[config.mk]
export PLATFORM = sky130hd
export DESIGN_NAME = traffic_phase_sequencer
export DESIGN_NICKNAME = d
export VERILOG_FILES = /design/src/rtl/traffic_phase_sequencer.sv
export SDC_FILE = /design/constraint.sdc
export NUM_CORES = 1
export LEC_CHECK = 0
export CORE_MARGIN = 4
export CORE_UTILIZATION = 48
export DETAILED_ROUTE_END_ITERATION = 7
export GPL_TIMING_DRIVEN = 0
export PLACE_DENSITY_LB_ADDON = 0.1
export REMOVE_ABC_BUFFERS = 1
export SYNTH_ARGS = -nofsm -noshare
export SYNTH_HDL_FRONTEND = slang
export SYNTH_SLANG_ARGS = --single-unit
export TNS_END_PERCENT = 10
[constraint.sdc]
create_clock -name clk -period 2.71 [get_ports clk]
set_input_delay 0.542 -clock clk [delete_from_list [all_inputs] [get_ports clk]]
set_output_delay 0.542 -clock clk [all_outputs]
set_load 0.01 [all_outputs]
[src/rtl/traffic_phase_sequencer.sv]
// Six-phase, four-approach traffic light sequencer with side-road demand skipping
// and a flashing-amber maintenance mode. Phase durations are counted in prescaled ticks.
module traffic_phase_sequencer #(
    parameter int unsigned CNT_W    = 8,
    parameter int unsigned PRESCALE = 1,
    parameter int unsigned T_S1     = 7,
    parameter int unsigned T_S2     = 2,
    parameter int unsigned T_S3     = 5,
    parameter int unsigned T_S4     = 2,
    parameter int unsigned T_S5     = 3,
    parameter int unsigned T_S6     = 2,
    parameter int unsigned FLASH_T  = 1
) (
    input  logic             clk,
    input  logic             rst,
    input  logic             side_req,
    input  logic             flash,
    output logic [2:0]       light_M1,
    output logic [2:0]       light_MT,
    output logic [2:0]       light_M2,
    output logic [2:0]       light_S,
    output logic [2:0]       phase,
    output logic [CNT_W-1:0] count,
    output logic             tick
);

    localparam int unsigned PRE_W = (PRESCALE > 1) ? $clog2(PRESCALE) : 1;
    localparam logic [PRE_W-1:0] PRE_LAST = PRE_W'(PRESCALE - 1);

    localparam logic [2:0] PH_S1    = 3'd0;
    localparam logic [2:0] PH_S2    = 3'd1;
    localparam logic [2:0] PH_S3    = 3'd2;
    localparam logic [2:0] PH_S4    = 3'd3;
    localparam logic [2:0] PH_S5    = 3'd4;
    localparam logic [2:0] PH_S6    = 3'd5;
    localparam logic [2:0] PH_FLASH = 3'd6;

    localparam logic [2:0] LAMP_G   = 3'b001;
    localparam logic [2:0] LAMP_A   = 3'b010;
    localparam logic [2:0] LAMP_R   = 3'b100;
    localparam logic [2:0] LAMP_OFF = 3'b000;

    localparam logic [11:0] LAMPS_S1 = {LAMP_G, LAMP_R, LAMP_G, LAMP_R};

    logic [PRE_W-1:0] pre_q, pre_d;
    logic [2:0]       phase_q, phase_d;
    logic [CNT_W-1:0] count_q, count_d;
    logic             side_pend_q, side_pend_d;
    logic             lamp_on_q, lamp_on_d;
    logic [11:0]      lamps_q, lamps_d;
    logic             phase_end;

    function automatic logic [CNT_W-1:0] term_of(input logic [2:0] ph);
        case (ph)
            PH_S1:   term_of = CNT_W'(T_S1);
            PH_S2:   term_of = CNT_W'(T_S2);
            PH_S3:   term_of = CNT_W'(T_S3);
            PH_S4:   term_of = CNT_W'(T_S4);
            PH_S5:   term_of = CNT_W'(T_S5);
            PH_S6:   term_of = CNT_W'(T_S6);
            default: term_of = CNT_W'(FLASH_T);
        endcase
    endfunction

    // Lamp word is {M1, MT, M2, S}.
    function automatic logic [11:0] lamps_of(input logic [2:0] ph, input logic on);
        case (ph)
            PH_S2:    lamps_of = {LAMP_G, LAMP_R, LAMP_A, LAMP_R};
            PH_S3:    lamps_of = {LAMP_G, LAMP_G, LAMP_R, LAMP_R};
            PH_S4:    lamps_of = {LAMP_A, LAMP_A, LAMP_R, LAMP_R};
            PH_S5:    lamps_of = {LAMP_R, LAMP_R, LAMP_R, LAMP_G};
            PH_S6:    lamps_of = {LAMP_R, LAMP_R, LAMP_R, LAMP_A};
            PH_FLASH: lamps_of = on ? {4{LAMP_A}} : {4{LAMP_OFF}};
            default:  lamps_of = LAMPS_S1;
        endcase
    endfunction

    assign tick      = (pre_q == PRE_LAST);
    assign pre_d     = tick ? '0 : pre_q + 1'b1;
    assign phase_end = (count_q == term_of(phase_q));

    always_comb begin
        phase_d   = phase_q;
        count_d   = count_q;
        lamp_on_d = lamp_on_q;
        if (tick) begin
            case (phase_q)
                PH_FLASH: begin
                    if (!flash) begin
                        phase_d = PH_S1;
                        count_d = '0;
                    end else if (phase_end) begin
                        lamp_on_d = ~lamp_on_q;
                        count_d   = '0;
                    end else begin
                        count_d = count_q + 1'b1;
                    end
                end
                PH_S1, PH_S2, PH_S3, PH_S4, PH_S5, PH_S6: begin
                    if (!phase_end) begin
                        count_d = count_q + 1'b1;
                    end else begin
                        count_d = '0;
                        if (flash) begin
                            phase_d   = PH_FLASH;
                            lamp_on_d = 1'b1;
                        end else begin
                            case (phase_q)
                                PH_S1:   phase_d = PH_S2;
                                PH_S2:   phase_d = PH_S3;
                                PH_S3:   phase_d = PH_S4;
                                PH_S4:   phase_d = (side_pend_q | side_req) ? PH_S5 : PH_S1;
                                PH_S5:   phase_d = PH_S6;
                                default: phase_d = PH_S1;
                            endcase
                        end
                    end
                end
                default: begin
                    phase_d = PH_S1;
                    count_d = '0;
                end
            endcase
        end
    end

    // Entering S5 consumes the demand, even if side_req is still high on that edge.
    always_comb begin
        side_pend_d = side_pend_q | side_req;
        if (phase_d == PH_S5 && phase_q != PH_S5) begin
            side_pend_d = 1'b0;
        end
    end

    assign lamps_d = lamps_of(phase_d, lamp_on_d);

    always_ff @(posedge clk or posedge rst) begin
        if (rst) begin
            pre_q       <= '0;
            phase_q     <= PH_S1;
            count_q     <= '0;
            side_pend_q <= 1'b0;
            lamp_on_q   <= 1'b0;
            lamps_q     <= LAMPS_S1;
        end else begin
            pre_q       <= pre_d;
            phase_q     <= phase_d;
            count_q     <= count_d;
            side_pend_q <= side_pend_d;
            lamp_on_q   <= lamp_on_d;
            lamps_q     <= lamps_d;
        end
    end

    assign light_M1 = lamps_q[11:9];
    assign light_MT = lamps_q[8:6];
    assign light_M2 = lamps_q[5:3];
    assign light_S  = lamps_q[2:0];
    assign phase    = phase_q;
    assign count    = count_q;

endmodule

==> metrics.csv <==
stage,metric,value,unit
worst_hold_path,hold_class,reg -> reg,
clock_network,root_buffer,clkbuf_4,
sta,period_minus_slack,2561,ps
sta,rsz0062_at_grt,no,
clock_network,clock_latency,310,ps
synth,netlist_area,1194,sq um
global_routing,grt.total_usage,14.76,%
sta,final_max_slew_viol_count,0,
detailed_routing,wl,2308,um
synth,syn_area_per_cell,10.29,sq um
finish,num-fill-cells,186,
setup_path,end_kind,register,
finish,final_util,65.25,%
die,ios,28,
finish,area_growth_syn_to_layout,25.58,%
sta,period_share,94.51,%
sta,holdWs,554.5,ps
die,num_rows,17,
die,die_h,57.87,um
die,dieWidth,57.87,um
place,post_dp_cell_area,1425,sq um
global_routing,grt_overflow,0,
synth,synth_cell_types,42,
place,routabilityCongestion,0.8464,
sta,skew,1.434,ps
power,p_leak,0.6372,nW
synth,synth_top_area_cell,dfrtp_1,
clock_network,cts_max_level,1,
setup_path,crit_type,reg -> reg,
place,port_buffers,26,
synth,syn-instance-count,116,
detailed_routing,drt-pass1-iter-count,4,
detailed_routing,via_per_inst,5.345,
detailed_routing,route.met3.wl,137,um
detailed_routing,drc,0,
finish,design_area,1499,sq um
synth,ys_seq_elements,24,
detailed_routing,wire_per_inst,13.74,um
detailed_routing,wl_met2,1122,um
synth,synth_area_leaders,"dfrtp_1, dfstp_2, nor2_1, xor2_1, buf_6",
clock_network,cts_tree,yes,
global_routing,grt_max_degree,25,
power,cellPowerDensity,1250,nW/um^2
sta,fmax,390.4,MHz
synth,ys_warn_count,0,
power,power,1.873,mW
sta,tightest_slew,861.2,ps
place,dp_hpwl,1709,um
setup_path,cp.required,2950,ps
sta,setup_viol,0,
setup_path,worstPathArrival,2800,ps
global_routing,grt_pass1_vias,901,
setup_path,cp-start-kind,register,
detailed_routing,vias,898,
power,peakVddDrop,0.7584,mV
synth,synth_top_area_share,41.93,%
setup_path,path_max_fanout,8,
finish,drive_gt1_share,15.00,%
global_routing,grt_pass1_wl,3905,um
detailed_routing,met1_length,1032,um
sta,max_slew_margin,42.53,%
synth,ys_seq_area_share,50.73,%
status,status,"finished, final reports clean",
clock_network,cts_inserted_buffers,3,
clock_network,clockBufferDepth,2,
die,start_util,51.96,%
job,maxCapViolations,0,
detailed_routing,routed.top_layer,met4,
finish,final_nets,146,
die,die-area,3348,sq um
clock_network,clkTransAtPathRegs,130,ps
sta,finalHoldViolCount,0,
clock_network,clkSinkCount,24,
die,design.core.area,2297,sq um
finish,diodes,0,
detailed_routing,drtIter0Drc,17,
global_routing,antenna_found_initial,0,
detailed_routing,detail-route-antenna-nets,0,
[critical path, stage by stage, from the launching register on]
cell	delay (ps)
dfrtp_1	440
or4_1	540
a311o_2	440
o31a_1	340
or3_4	440
clkinv_4	70
nand2_2	60
o22ai_1	170
[cell type report]
cell class / count / area (sq um) / share of cell area [%]
sequential: 24 / 608.1 / 40.57
multi-input combinational: 77 / 500.5 / 33.39
timing repair buffer: 27 / 267.8 / 17.86
inverter: 8 / 35.03 / 2.337
tap: 28 / 35.03 / 2.337
clock inverter: 1 / 30.03 / 2.003
clock buffer: 3 / 22.52 / 1.503
[flip-flops by register name, summed over array words and instances (netlist names)]
name	count
count	8
phase	3
lamps_q	11
lamp_on_q	1
side_pend_q	1
[where the power goes]
group / switching (mW) / leakage [nW] / total, mW / internal, mW
sequential: 0.163 / 0.289 / 0.675 / 0.511
combinational: 0.471 / 0.320 / 0.945 / 0.474
clock: 0.104 / 0.0279 / 0.254 / 0.149
total: 0.738 / 0.637 / 1.87 / 1.13
[cell families (layout without fill, tap and decap cells)]
| family | after synthesis | count (layout) | synth area share (%) |
|---|---|---|---|
| and+or+nand+nor | 44 | 44 | 18.87 |
| buffers and inverters | 15 | 39 | 8.281 |
| AOI/OAI and AO/OA | 23 | 23 | 14.78 |
| other | 1 | 1 | 0.3142 |
| muxes | 1 | 1 | 0.8386 |
| xor gates and xnor gates | 7 | 7 | 5.136 |
| adders and majority gates | 1 | 1 | 1.048 |
| DFF | 24 | 24 | 50.73 |
[metrics by stage]
step                      std cells  setup WS (ps)  TNS, ps
after detailed placement        163         -70.75   -174.8
final                           168          148.8        0
after floorplan                 109          223.3        0
after global routing            168          36.83        0
after global placement          163        -0.3533  -0.3533
after CTS                       167          49.70        0
[what timing repair did]
item                                    CTS  global route
hold buffers                              0             0
cloned                                    0             0
setup buffers                             0             1
gates resized for setup                   1             3
endpoints found under the setup margin    3             5
[layout by cell type (no fill, tap or decap), types with 3 or more instances in the layout]
cell	instances
inv_1	7
o22ai_1	3
nand2_1	6
clkdlybuf4s50_1	26
dfstp_2	4
xor2_1	5
dfrtp_1	18
a21oi_1	5
nand3_1	5
nor2_1	17
clkbuf_4	3
[metal layers]
metal,up-vias,global-route usage [%]
met5,-,0
met4,0,3.642
met3,2,5.568
met2,16,25.00
met1,438,17.65
li1,442,-
[synth_stat cells]
master,number
dfrtp_1,20
nor2_1,17
inv_1,7
nand2_1,6
a21oi_1,5
nand3_1,5
xor2_1,5
buf_4,4
dfstp_2,4
buf_6,3
o22ai_1,3
a2bb2oi_1,2
nor3_1,2
nor4b_1,2
o21ai_0,2
o21bai_1,2
xnor2_1,2
a21boi_0,1
a22oi_1,1
a311o_2,1
and2b_2,1
and3_1,1
and3_2,1
and4_1,1
clkinv_4,1
conb_1,1
ha_1,1
mux2i_1,1
nand2_2,1
nand2b_1,1
nand3b_1,1
nor2b_1,1
o21a_1,1
o21ai_4,1
o221a_2,1
o31a_1,1
o41a_1,1
o41ai_1,1
or2_2,1
or3_1,1
or3b_1,1
or4_1,1
[path summary, 6_finish.rpt]
kind / start / end / slack [ps] / cells after the start
min in group asynchronous: rst / lamps_q[10]$_DFF_PP0_ / 690 / 2
max in group asynchronous: rst / phase[0]$_DFF_PP0_ / 1440 / 2
worst min register to register: side_pend_q$_DFF_PP0_ / side_pend_q$_DFF_PP0_ / 550 / 2
worst min-delay path: side_pend_q$_DFF_PP0_ / side_pend_q$_DFF_PP0_ / 550 / 2
worst max register to register: count[3]$_DFF_PP0_ / lamps_q[1]$_DFF_PP0_ / 150 / 7
worst max-delay path: count[3]$_DFF_PP0_ / lamps_q[1]$_DFF_PP0_ / 150 / 7
(Power assumes the default switching activity.)
==> edit: new RTL, config.mk and constraints unchanged <==
Add an input register stage for `side_req` and `flash`, without a reset; this delays them by one clock.
--- a/src/rtl/traffic_phase_sequencer.sv
+++ b/src/rtl/traffic_phase_sequencer.sv
@@ -43,2 +43,10 @@
     localparam logic [11:0] LAMPS_S1 = {LAMP_G, LAMP_R, LAMP_G, LAMP_R};
+
+    logic side_req_q;
+    logic flash_q;
+
+    always_ff @(posedge clk) begin
+        side_req_q <= side_req;
+        flash_q    <= flash;
+    end
 
@@ -88,3 +96,3 @@
                 PH_FLASH: begin
-                    if (!flash) begin
+                    if (!flash_q) begin
                         phase_d = PH_S1;
@@ -103,3 +111,3 @@
                         count_d = '0;
-                        if (flash) begin
+                        if (flash_q) begin
                             phase_d   = PH_FLASH;
@@ -111,3 +119,3 @@
                                 PH_S3:   phase_d = PH_S4;
-                                PH_S4:   phase_d = (side_pend_q | side_req) ? PH_S5 : PH_S1;
+                                PH_S4:   phase_d = (side_pend_q | side_req_q) ? PH_S5 : PH_S1;
                                 PH_S5:   phase_d = PH_S6;
@@ -128,3 +136,3 @@
     always_comb begin
-        side_pend_d = side_pend_q | side_req;
+        side_pend_d = side_pend_q | side_req_q;
         if (phase_d == PH_S5 && phase_q != PH_S5) begin
Check against the original RTL: not equivalent (Yosys sat finds a counterexample within 10 cycles, from zero or initial values and one cycle with rst high).
==> edit against the unedited design <==
Hold slack got worse by 0.045 ns. Power decreased by 3.2%. Worst setup slack improved by 0.30 ns. Wire length increased by 0.69%. Critical endpoint is now lamps_q[3]. Count of clock-buffer cells in the layout increased by 1. Sequential cell count increased by 2. Design area increased by 3.8%. Area after synthesis increased by 6.4%. Final cell count increased by 8.3%.
==> edit: results (changes against the unedited design) <==
| Item | Reported | Change |
| --- | --- | --- |
| Result of the run | finished clean |  |
| Filler Cell Count | 205 | +10% |
| Clk buf depth | 2 | unchanged |
| Pin count of the biggest net entering global routing | 25 | unchanged |
| Max Slew Vio Count | 0 | unchanged |
| Antenna Cells | 0 | unchanged |
| Ys async rst share | 92.3% | -7.7 points |
| Overall track demand over capacity in global routing | 15.6% | +0.84 points |
| Yosys warnings | 0 | unchanged |
| Global-route wire length before repair | 4220 um | +8.1% |
| Hold Slack | 0.509 ns | -0.0453 ns |
| Antenna violations before repair | 0 | unchanged |
| Worst Path Max Fanout | 12 | +4 |
| H-tree depth reported by CTS | 1 | unchanged |
| Clock transition at path regs | 0.13 ns | about the same |
| Dominant register cell in the synthesized netlist | sky130_fd_sc_hd__dfrtp_1 |  |
| Post-CTS repair timing setup buffer count | 0 | unchanged |
| HPWL reported at the end of detailed placement | 1690 um | -0.93% |
| Via count of the first global-routing pass | 995 | +10% |
| Detailed-router iteration count before antenna repair | 4 | unchanged |
| List of most frequent post-synthesis cells | 20 x sky130_fd_sc_hd__dfrtp_1, 19 x sky130_fd_sc_hd__nor2_1, 13 x sky130_fd_sc_hd__nand2_1, 7 x sky130_fd_sc_hd__nand3_1 |  |
| Arrival time reported for the critical path endpoint | 2.51 ns | -0.29 ns |
| Port Buffer Count | 26 | unchanged |
| Clk Latency, worst-skew pair | 0.31 ns | about the same |
| Cell chosen for the clock root | sky130_fd_sc_hd__clkbuf_4 |  |
| Final Skew | 0.00209 ns | +0.000659 ns |
| Ratio of cells with drive above 1 in the final layout | 8.55% | -6.4 points |
| Path class of the lowest-slack min-delay path | register to register |  |
| Max VDD drop | 0.688 mV | -9.3% |
| Fraction of the yosys area taken by sequential cells | 50.8% | +0.10 points |
| Gpl congestion | 0.727 | -14% |
| Inserted Clock Buffers | 3 | unchanged |
| Leakage | 0.000667 uW | +4.6% |
| Final-stage net count | 158 | +8.2% |
| Synth unique cells | 40 | -4.8% |
| Via density | 5.49 | +2.7% |
| Initial DRC count | 13 | -4 |
| Worst slew margin relative to its limit | 44.0% | +1.4 points |
| Cell internal power dissipation | 1100 uW | -3.2% |
| Cells resized by post-CTS repair | 0 | -1 |
| Synth top area cells | sky130_fd_sc_hd__dfrtp_1 39%, sky130_fd_sc_hd__dfstp_2 8.3%, sky130_fd_sc_hd__nor2_1 5.6% |  |
| Post-placement cell area | 0.00152 mm^2 | +6.6% |
| Wire length per cell after detailed routing | 12.8 um | -7.1% |
| Register with the most flip-flops | lamps_q |  |
| Flip-flop count of the largest register, all copies and words added | 11 | unchanged |
edit: critical path, stage by stage (launching register included):
cell,delay [ns]
sky130_fd_sc_hd__dfrtp_1,0.59
sky130_fd_sc_hd__nand2_1,0.25
sky130_fd_sc_hd__and4b_1,0.31
sky130_fd_sc_hd__o211ai_4,0.27
sky130_fd_sc_hd__mux2_2,0.44
sky130_fd_sc_hd__or2_1,0.24
sky130_fd_sc_hd__nor2_1,0.10
edit: logic make-up after synthesis:
| logic type | Yosys count | synth area share [%] |
|---|---|---|
| muxes | 2 | 1.67 |
| other | 1 | 0.295 |
| adders and majority gates | 1 | 0.985 |
| buffers and inverters | 14 | 5.32 |
| DFF | 26 | 50.8 |
| and+or+nand+nor | 56 | 22.4 |
| AOI/OAI and AO/OA | 23 | 13.0 |
| xor gates and xnor gates | 8 | 5.52 |
edit: cell type report:
type | instances | area [um^2] | share of cell area (%)
flip-flops and latches | 26 | 646 | 41.5
well taps | 30 | 37.5 | 2.41
repair buffers | 26 | 260 | 16.7
multi-input cells | 91 | 557 | 35.8
clock buffers | 4 | 36.3 | 2.33
inverters | 5 | 18.8 | 1.21
edit: path summary, 6_finish.rpt:
check,slack (ns),end,cells past startpoint,from
setup / recovery,0.45,lamps_q[3],6,phase[2]
hold / removal,0.51,side_pend_q,1,side_req_q
setup reg to reg,0.45,lamps_q[3],6,phase[2]
hold reg to reg,0.51,side_pend_q,1,side_req_q
max in group asynchronous,1.52,lamps_q[0],2,rst
min in group asynchronous,0.68,count[7],2,rst
edit: per-layer routing:
layer | up-vias | track usage (%) | part of all wire [%]
met5 | - | 0 | 0
met4 | 0 | 7.12 | 1.7
met3 | 6 | 3.70 | 7.0
met2 | 38 | 23.2 | 46
met1 | 475 | 21.4 | 46
li1 | 480 | - | -
edit: power by group through the flow:
| stage | registers (uW) | logic [uW] | clock network, uW |
|---|---|---|---|
| 6_report | 727 | 901 | 187 |
| 5_1_grt | 760 | 1000 | 210 |
| 4_1_cts | 729 | 911 | 197 |
| 3_5_place_dp | 734 | 908 | 0 |
| 3_3_place_gp | 728 | 893 | 0 |
| 2_1_floorplan | 766 | 480 | 0 |
edit: per-stage QoR:
stage | setup slack, ns | instances
after floorplan | 0.691 | 122
after global placement | 0.522 | 178
after detailed placement | 0.482 | 178
after CTS | 0.461 | 182
after global routing | 0.212 | 182
final | 0.453 | 182
